### src/rtl/acp_pkg.sv
// acp_pkg: shared types and defaults for the ACP/ARP pulse generator.
package acp_pkg;

    typedef enum logic [1:0] {
        IDLE = 2'd0,
        HIGH = 2'd1,
        LOW  = 2'd2
    } acp_state_t;

    localparam int unsigned ACP_DEFAULT_CLK_HZ = 100000000;
    localparam int unsigned ACP_DEFAULT_PERIOD = 146484;

endpackage : acp_pkg

### src/rtl/acp_period_counter.sv
// acp_period_counter: latched effective period plus a free-running cycle counter
// that flags the last cycle of the pulse and the last cycle of the period.
module acp_period_counter #(
    parameter int unsigned PERIOD_W     = 32,
    parameter int unsigned PULSE_CYCLES = 50
) (
    input  logic                i_clk,
    input  logic                i_rst,
    input  logic                i_load,
    input  logic                i_clear,
    input  logic                i_run,
    input  logic [PERIOD_W-1:0] i_period,
    output logic                o_terminal_c,
    output logic                o_pulse_end_c
);

    // Shortest legal period keeps the duty cycle at or below 50 %.
    localparam logic [PERIOD_W-1:0] MIN_PERIOD = PERIOD_W'(2 * PULSE_CYCLES);
    localparam logic [PERIOD_W-1:0] PULSE_LAST = PERIOD_W'(PULSE_CYCLES - 1);

    logic [PERIOD_W-1:0] r_period;
    logic [PERIOD_W-1:0] r_cnt;
    logic [PERIOD_W-1:0] w_eff_period;

    assign w_eff_period = (i_period < MIN_PERIOD) ? MIN_PERIOD : i_period;

    // Period register loads on request; counter clears on pulse start, else counts while running.
    always_ff @(posedge i_clk) begin
        if (i_rst) begin
            r_period <= '0;
            r_cnt    <= '0;
        end else begin
            if (i_load) begin
                r_period <= w_eff_period;
            end
            if (i_clear) begin
                r_cnt <= '0;
            end else if (i_run) begin
                r_cnt <= r_cnt + PERIOD_W'(1);
            end
        end
    end

    assign o_terminal_c  = (r_cnt == (r_period - PERIOD_W'(1)));
    assign o_pulse_end_c = (r_cnt == PULSE_LAST);

endmodule : acp_period_counter

### src/rtl/acp_arp_generator.sv
// acp_arp_generator: ACP pulse train with run-time period, azimuth index and
// optional once-per-revolution ARP. Define ACP_ARP_EN to build in the ARP output
// and per-revolution period reload; otherwise ARP is tied low and the period is
// only taken when the generator starts from idle.
module acp_arp_generator #(
    parameter int unsigned ACP_PER_REV  = 4096,
    parameter int unsigned PULSE_CYCLES = 50,
    parameter int unsigned PERIOD_W     = 32,
    parameter int unsigned AZ_W         = $clog2(ACP_PER_REV)
) (
    input  logic                IN_CLK,
    input  logic                IN_RST,
    input  logic                EN,
    input  logic [PERIOD_W-1:0] ACP_PERIOD,
    output logic                RADAR_ACP,
    output logic                RADAR_ARP,
    output logic [AZ_W-1:0]     AZIMUTH,
    output logic                RUNNING
);

    import acp_pkg::*;

    acp_state_t      r_state;
    logic            r_en;
    logic            r_acp;
    logic            r_running;
    logic [AZ_W-1:0] r_az;
    logic [AZ_W-1:0] w_az_inc;

    logic w_load;
    logic w_clear;
    logic w_run;
    logic w_terminal;
    logic w_pulse_end;

    assign w_az_inc = r_az + AZ_W'(1);

`ifdef ACP_ARP_EN
    logic r_arp;
    logic w_wrap;

    assign w_wrap = (w_az_inc == '0);
`endif

    // Counter control: clear on every pulse start or stop, load period on start and on revolution wrap.
    always_comb begin
        w_clear = 1'b0;
        w_load  = 1'b0;
        w_run   = (r_state != IDLE);
        case (r_state)
            IDLE: begin
                w_clear = r_en;
                w_load  = r_en;
            end
            LOW: begin
                w_clear = w_terminal;
`ifdef ACP_ARP_EN
                w_load  = w_terminal & r_en & w_wrap;
`endif
            end
            default: begin
                w_clear = 1'b0;
            end
        endcase
    end

    acp_period_counter #(
        .PERIOD_W     (PERIOD_W),
        .PULSE_CYCLES (PULSE_CYCLES)
    ) u_period_counter (
        .i_clk         (IN_CLK),
        .i_rst         (IN_RST),
        .i_load        (w_load),
        .i_clear       (w_clear),
        .i_run         (w_run),
        .i_period      (ACP_PERIOD),
        .o_terminal_c  (w_terminal),
        .o_pulse_end_c (w_pulse_end)
    );

    // Pulse FSM with registered ACP, RUNNING and azimuth; EN is registered once before use.
    always_ff @(posedge IN_CLK) begin
        if (IN_RST) begin
            r_state   <= IDLE;
            r_en      <= 1'b0;
            r_acp     <= 1'b0;
            r_running <= 1'b0;
            r_az      <= '0;
        end else begin
            r_en <= EN;
            case (r_state)
                IDLE: begin
                    if (r_en) begin
                        r_state   <= HIGH;
                        r_acp     <= 1'b1;
                        r_running <= 1'b1;
                        r_az      <= '0;
                    end
                end
                HIGH: begin
                    if (w_pulse_end) begin
                        r_state <= LOW;
                        r_acp   <= 1'b0;
                    end
                end
                LOW: begin
                    if (w_terminal) begin
                        if (r_en) begin
                            r_state <= HIGH;
                            r_acp   <= 1'b1;
                            r_az    <= w_az_inc;
                        end else begin
                            r_state   <= IDLE;
                            r_running <= 1'b0;
                            r_az      <= '0;
                        end
                    end
                end
                default: begin
                    r_state   <= IDLE;
                    r_acp     <= 1'b0;
                    r_running <= 1'b0;
                    r_az      <= '0;
                end
            endcase
        end
    end

`ifdef ACP_ARP_EN
    // ARP follows ACP only for the pulse that lands on azimuth zero.
    always_ff @(posedge IN_CLK) begin
        if (IN_RST) begin
            r_arp <= 1'b0;
        end else if ((r_state == IDLE) && r_en) begin
            r_arp <= 1'b1;
        end else if ((r_state == HIGH) && w_pulse_end) begin
            r_arp <= 1'b0;
        end else if ((r_state == LOW) && w_terminal && r_en) begin
            r_arp <= w_wrap;
        end
    end

    assign RADAR_ARP = r_arp;
`else
    assign RADAR_ARP = 1'b0;
`endif

    assign RADAR_ACP = r_acp;
    assign AZIMUTH   = r_az;
    assign RUNNING   = r_running;

endmodule : acp_arp_generator

### config.mk
export PLATFORM = sky130hd
export DESIGN_NAME = acp_arp_generator
export DESIGN_NICKNAME = d
export VERILOG_FILES = /design/src/rtl/acp_pkg.sv /design/src/rtl/acp_period_counter.sv /design/src/rtl/acp_arp_generator.sv
export SDC_FILE = /design/constraint.sdc
export NUM_CORES = 1
export LEC_CHECK = 0
export ABC_AREA = 1
export CORE_MARGIN = 10
export CORE_UTILIZATION = 40
export DETAILED_ROUTE_END_ITERATION = 8
export MAX_ROUTING_LAYER = met4
export PLACE_DENSITY_LB_ADDON = 0.1
export SYNTH_ARGS = -nofsm -noshare
export SYNTH_HDL_FRONTEND = slang
export SYNTH_HIERARCHICAL = 1
export SYNTH_SLANG_ARGS = --single-unit
### constraint.sdc
create_clock -name IN_CLK -period 3 [get_ports IN_CLK]
set_input_delay 0.6 -clock IN_CLK [delete_from_list [all_inputs] [get_ports IN_CLK]]
set_output_delay 0.6 -clock IN_CLK [all_outputs]
set_load 0.01 [all_outputs]
---- Word level (Yosys, flattened, before mapping) ----
Index checks and enable logic that the tools add are counted.
word-level totals
  input bits .............................. 35
  register bits ........................... 81
  word-level logic and storage cells ...... 47
operators by class
  muxes and demuxes ....................... 20
  order comparisons ....................... 1
  equal/unequal tests ..................... 8
  add/sub/neg operators ................... 3
  bitwise gates (word level) .............. 1
  reductions and logical operators ........ 7
operator list
  kind                                                          count
  two-way mux 12 bit                                            3
  case mux 12 bit (3 select lines)                              1
  adder 32 x 1 -> 32 bit (second input constant)                1
  equality test 32 bit                                          1
  equality test 32 x 6 -> 1 bit (second input constant)         1
  less-than comparator 32 x 7 -> 1 bit (second input constant)  1
  two-way mux 32 bit                                            1
  subtractor 32 x 1 -> 32 bit (second input constant)           1
  adder 12 x 1 -> 12 bit (second input constant)                1
  two-way mux 1 bit                                             8
  two-way mux 2 bit                                             3
  != test 2 bit (second input constant)                         3
  case mux 1 bit (3 select lines)                               2
  case mux 2 bit (3 select lines)                               1
  AND reduction 3 bit                                           2
  AND reduction 4 bit                                           1
  equality test 2 x 1 -> 1 bit (second input constant)          1
  equality test 2 bit (second input constant)                   1
  logical NOT 2 bit                                             1
  != test 2 x 1 -> 1 bit (second input constant)                1
  case mux 1 bit (2 select lines)                               1
  AND reduction 2 bit                                           1
  nonzero test 2 bit                                            1
  OR reduction 2 bit                                            1
  inverter 1 bit                                                1

---- Logic depth before layout (Yosys ltp) ----
  word-level depth ........................ 4
  mapped depth ............................ 24
  mapped depth without buffers ............ 23

---- By module ----
The synthesis kept the hierarchy.
by module, submodules not included
  module              area an instance (µm²)  seq. area each (µm²)  cells an instance  times used
  acp_period_counter  4256.6                  1281.2                672                1
  acp_arp_generator   864.6                   340.3                 127                1

---- Worst setup path before layout ----
OpenSTA, ideal clock, no wires.
  path kind ............................... flip-flop to flip-flop
  start ................................... register u_period_counter.r_period[0]
  end ..................................... register u_period_counter.r_cnt[20]
  cell stages (with the launch flop) ...... 22
  slack ................................... 0.463 ns
  arrival time ............................ 2.405 ns
  required time ........................... 2.868 ns
  library setup time ...................... 0.132 ns
  cell sequence ........................... dfxtp_1 -> inv_1 -> ha_1 -> nand2_4 -> nor2_4 -> buf_6 -> nand2_2 -> nand2_1 -> nand2_1 -> nor2_1 -> nand2_1 -> nor2_2 -> nand2_1 -> nor2_1 -> nand3_1 -> nor2_1 -> inv_1 -> o21ai_0 -> nor2_1 -> inv_1 -> clkbuf_1 -> nor3_1
between the ends
  word-level cells in the longest chain between the ends .. 4
RTL lines
  what                                 line                      RTL
  from (decl)                          acp_period_counter.sv:21  logic [PERIOD_W-1:0] r_period;
  from (signal assigned)               acp_period_counter.sv:34  r_period <= w_eff_period;
  subtractor 32 x 1 -> 32 bit          acp_period_counter.sv:44  assign o_terminal_c = (r_cnt == (r_period - PERIOD_W'(1)));
  equality test 32 bit                 acp_period_counter.sv:44
  named net w_terminal                 acp_arp_generator.sv:33   logic w_terminal;
  case mux 1 bit (2 select lines)      acp_arp_generator.sv:50   case (r_state)
  named net w_clear                    acp_arp_generator.sv:31   logic w_clear;
  OR reduction 2 bit (no source line)  -
  to (signal assigned)                 acp_period_counter.sv:39  r_cnt <= r_cnt + PERIOD_W'(1);
  to (decl)                            acp_period_counter.sv:22  logic [PERIOD_W-1:0] r_cnt;
The timed path passes the listed nets, and every way through them passes these cells.
A chain may end at the register's enable or synchronous reset.

---- Worst setup path after layout ----
  start ................................... register u_period_counter.r_period[6]
  end ..................................... register r_az[4] (netlist: AZIMUTH[4])
between the ends
  word-level cells in the longest chain between the ends .. 4
RTL lines
  what                                  line                      RTL
  subtractor 32 x 1 -> 32 bit           acp_period_counter.sv:44
  equality test 32 bit                  acp_period_counter.sv:44
  named net w_terminal                  acp_arp_generator.sv:33
  != test 2 bit (no source line)        -
  AND reduction 3 bit (no source line)  -
  to (signal assigned)                  acp_arp_generator.sv:111  r_az <= w_az_inc;
  to (decl)                             acp_arp_generator.sv:27   logic [AZ_W-1:0] r_az;
The timed path passes the listed nets, and every way through them passes these cells.

==> summary.md <==
Yosys instantiated no cell more often than nand2_1. After detailed routing, the average wire length per cell comes to 14.1 µm. The floorplan step set the die width to 133 µm. The largest family of logic cells by synthesized area is simple AND/OR/NAND/NOR gates. In this run the vertical extent of the chip is 133 µm. The overall via count from detail_route came out at 5178.

The worst hold path belongs to the class reg2reg. During placement, the flow inserted port buffers numbering 48. The number of antenna-violating nets in the routed design was 0; the time the worst path needs with I/O delays and setup was 2.67 ns. By instance count, the cell type seen most on the critical path is nor2_1.

Cell type contributing the most total cell area after synthesis: dfxtp_1. The tools report the aggregate global-route resource usage as 0.168. The arrival time of data at the critical path endpoint was 2.94 ns. The run finished with clean final reports. The first global-routing pass estimated 24100 µm of wire. For the die outline area, the log shows 17700 µm².

Ranked by total cell area, the synthesized netlist is headed by dfxtp_1, nand2_1, nor2_1, inv_1, o21ai_0. The DRC violation total after the first TritonRoute iteration is 305, and the sequential area share after synthesis is 0.317. The share of the synthesized area in the top cell type is 0.317. For the routability congestion estimate, the log shows 0.885. Synthesized flop and latch total: 81. The critical register-to-register path endpoint was AZIMUTH[4]$_SDFFE_PP0P_. The worst setup path is of the reg2reg kind. The tools report the number of antenna repair diodes as 0.

The share of final-layout standard cells stronger than drive strength 1 was 0.0942; the share of flip-flops with an asynchronous set or reset was 0. The tools report the number of buffers created by CTS as 9. After synthesis, the most frequently instantiated cells are nand2_1, nor2_1, dfxtp_1. In this design, the largest share of critical-path delay is due to simple AND/OR/NAND/NOR gates. The count of unique library cells instantiated by Yosys is 45. For the setup slack of the most critical reg-to-reg path, the log shows 0.33 ns. Summed over all cells, the static leakage comes to 2.50 nW. The start point of the worst hold path was RADAR_ACP$_SDFFE_PP0P_.

The post-synthesis instance area is 5120 µm², and the number of nets in the final layout is 883. The average instance in the mapped netlist occupies 6.41 µm². The worst setup path is launched from a register. Of all nets on the critical path, the largest fanout is 12. Yosys mapped a number of flops with a built-in enable equal to 0. On the worst path, the slowest cell contributes a delay of 0.38 ns. The critical path crosses 17 cells after its start point.

The headroom to the max-slew limit was 0.555. After detailed routing, the total wire length is 14400 µm. Following the worst setup path forward leads to its endpoint at AZIMUTH[4]$_SDFFE_PP0P_. The detailed placer's ending HPWL came out at 11500 µm. The count of max-cap constraint violations is 0, and the clock tree buffer depth is 2.

The tools report the number of pins with negative max-slew slack in the final report as 0. The synthesized-area fraction occupied by xor and xnor cells works out to 0.0581. In this run the number of H-tree levels came out at 3. The post-synthesis share of cell area spent on full adders, half adders and majority gates was 0.00977; the total grt overflow was 0. Entering global routing, the biggest net connects 29 pins. The gate count of the mapped netlist is 799, and the count of buffering cells on the critical path with inverters included is 1. The number of antenna violations at the first check in global routing is 0. The cell at the root of the clock tree was clkbuf_16. The worst-case IR drop observed on VDD is 516 µV. The final-report hold violation count was 0; the transition at the pin with the smallest max-transition slack was 0.667 ns. TritonCTS built the clock tree. The first-pass detailed-route iteration total was 5.

The cell area power density is 493 nW/µm², and the required time of the critical path is 3.27 ns. The final sum of negative setup slack was 0 ns. The final-report setup violation count is 0, and the maximum clock rate is 0.374 GHz. The layout has 1316 filler cells. The clock reaches the later pin of the worst-skew pair after 0.35 ns. The fraction of the mapped netlist area in simple logic gates was 0.409. For the via count of the first global-routing pass, the log shows 5032. The core area is 12600 µm², and the mean number of vias per cell is 5.07. The tools report the type of destination of the critical path as a register. The critical path starts at u_period_counter/r_period[6]$_SDFFE_PP0P_. For this design, the slowest cell found on the critical path is dfxtp_1.

The most used flip-flop cell after synthesis is dfxtp_1. Multiplexer share of the synthesized area: 0. The synthesized netlist net count was 838; the post-synthesis compound-gate area fraction was 0.127. The Yosys step of the flow raised 6 warnings.

In the routed design, unresolved DRC markers number 0. The reg-to-reg critical path startpoint was u_period_counter/r_period[6]$_SDFFE_PP0P_. Pin placement for this block handled 50 I/O pins. Share of the cycle needed by the critical path after routing: 0.892.

The tightest hold path in the finished design has a slack of 0.478 ns. Setup repair after global routing left no endpoint under its margin. The area overhead of the layout relative to synthesis came out at 19.3%. Walking the worst path, the cells encountered are nor2_1, nand2_1, nor2_1, nand2_2, nor2_1, xor2_1, nand2_1, nand2_1, nor2_1, nand3_1, nor2_2, buf_4, o21ai_1, nand2_4, nand2_2, nand2_2, nor3_1. For the starting utilization of the core area, the log shows 0.407. The number of cell rows is 41. The worst setup skew after layout was 0.00573 ns; the clock net sink count was 81. Clock-pin slew was measured on the worst setup and hold paths at 0.06 ns. Counting cells, the worst reg-to-reg path comes to 17.
==> metrics by stage <==
stage	setup slack, ns	total power (W)	utilization	std cells	instance area (µm²)
finish	0.325	0.00301	0.486	1021	6110
global route	0.00955	0.00318	0.486	1021	6110
CTS	0.142	0.00301	0.482	1017	6050
detailed placement	0.150	0.00184	0.457	1001	5740
global placement	0.270	0.00183	0.457	1001	5740
floorplan	0.463	0.00166	-	799	5120
==> cell families (layout without fill, tap and decap cells) <==
logic type / after synthesis / in the layout
xor gates and xnor gates: 34 / 34
other: 1 / 1
AOI/OAI and AO/OA: 117 / 117
buffers and inverters: 102 / 151
DFF: 81 / 81
and+or+nand+nor: 460 / 461
adders and majority gates: 4 / 4
==> state kept, by name, summed over array words and instances (netlist names) <==
register                   flops
u_period_counter/r_cnt        32
u_period_counter/r_period     32
r_state                        2
RUNNING                        1
RADAR_ACP                      1
AZIMUTH                       12
r_en                           1
==> report_power, final <==
part / internal (W) / leakage, nW / total, W / switching (W)
sequential: 0.00112 / 0.659 / 0.00119 / 0.0000653
clock: 0.000721 / 0.159 / 0.00117 / 0.000448
combinational: 0.000249 / 1.68 / 0.000654 / 0.000405
==> repair_timing <==
action	in CTS	in global routing
resized for setup	0	8
hold buffers	0	0
buffers inserted	0	3
endpoints found under the setup margin	0	45
==> how the worst min path moves through the flow <==
| stage | to | slack (ns) | depth (start not counted) |
|---|---|---|---|
| 6_report | RADAR_ACP$_SDFFE_PP0P_ | 0.48 | 1 |
| 5_1_grt | RADAR_ACP$_SDFFE_PP0P_ | 0.51 | 1 |
| 4_1_cts | RADAR_ACP$_SDFFE_PP0P_ | 0.48 | 1 |
| 3_5_place_dp | RADAR_ACP$_SDFFE_PP0P_ | 0.48 | 1 |
| 3_3_place_gp | RADAR_ACP$_SDFFE_PP0P_ | 0.47 | 1 |
| 2_1_floorplan | RUNNING$_SDFFE_PP0P_ | 0.48 | 2 |
==> metal layers <==
layer	vias to the layer above	routed length, µm	global-route usage
met5	-	0	-
met4	0	282	0.0514
met3	22	610	0.0387
met2	110	7340	0.299
met1	2357	6160	0.182
li1	2689	-	-
==> layout by cell type (no fill, tap or decap), drive strengths merged <==
cell type / n
o211a: 1
o21ba: 1
clkinv: 7
buf: 8
xnor2: 12
xor2: 22
conb: 1
inv: 77
o21a: 2
o311a: 1
dfxtp: 81
clkbuf: 9
o21ai: 57
a21o: 2
clkdlybuf4s50: 48
a21oi: 42
a31oi: 2
nand3: 32
nand4: 18
nand3b: 6
nor3b: 3
ha: 4
nor2: 171
o311ai: 1
nor3: 27
a211oi: 7
or4: 1
nor4: 13
bufinv: 2
nand2: 190
o21bai: 1
==> final cells by class <==
cell class | instances | area [µm²] | area share
multi-input cells | 617 | 3120 | 0.511
flip-flops and latches | 81 | 1620 | 0.265
repair buffers | 56 | 544 | 0.0891
inverters | 79 | 297 | 0.0485
clock buffers | 9 | 225 | 0.0369
well taps | 172 | 215 | 0.0352
clock inverters | 7 | 85.1 | 0.0139
(Power assumes the default switching activity.)
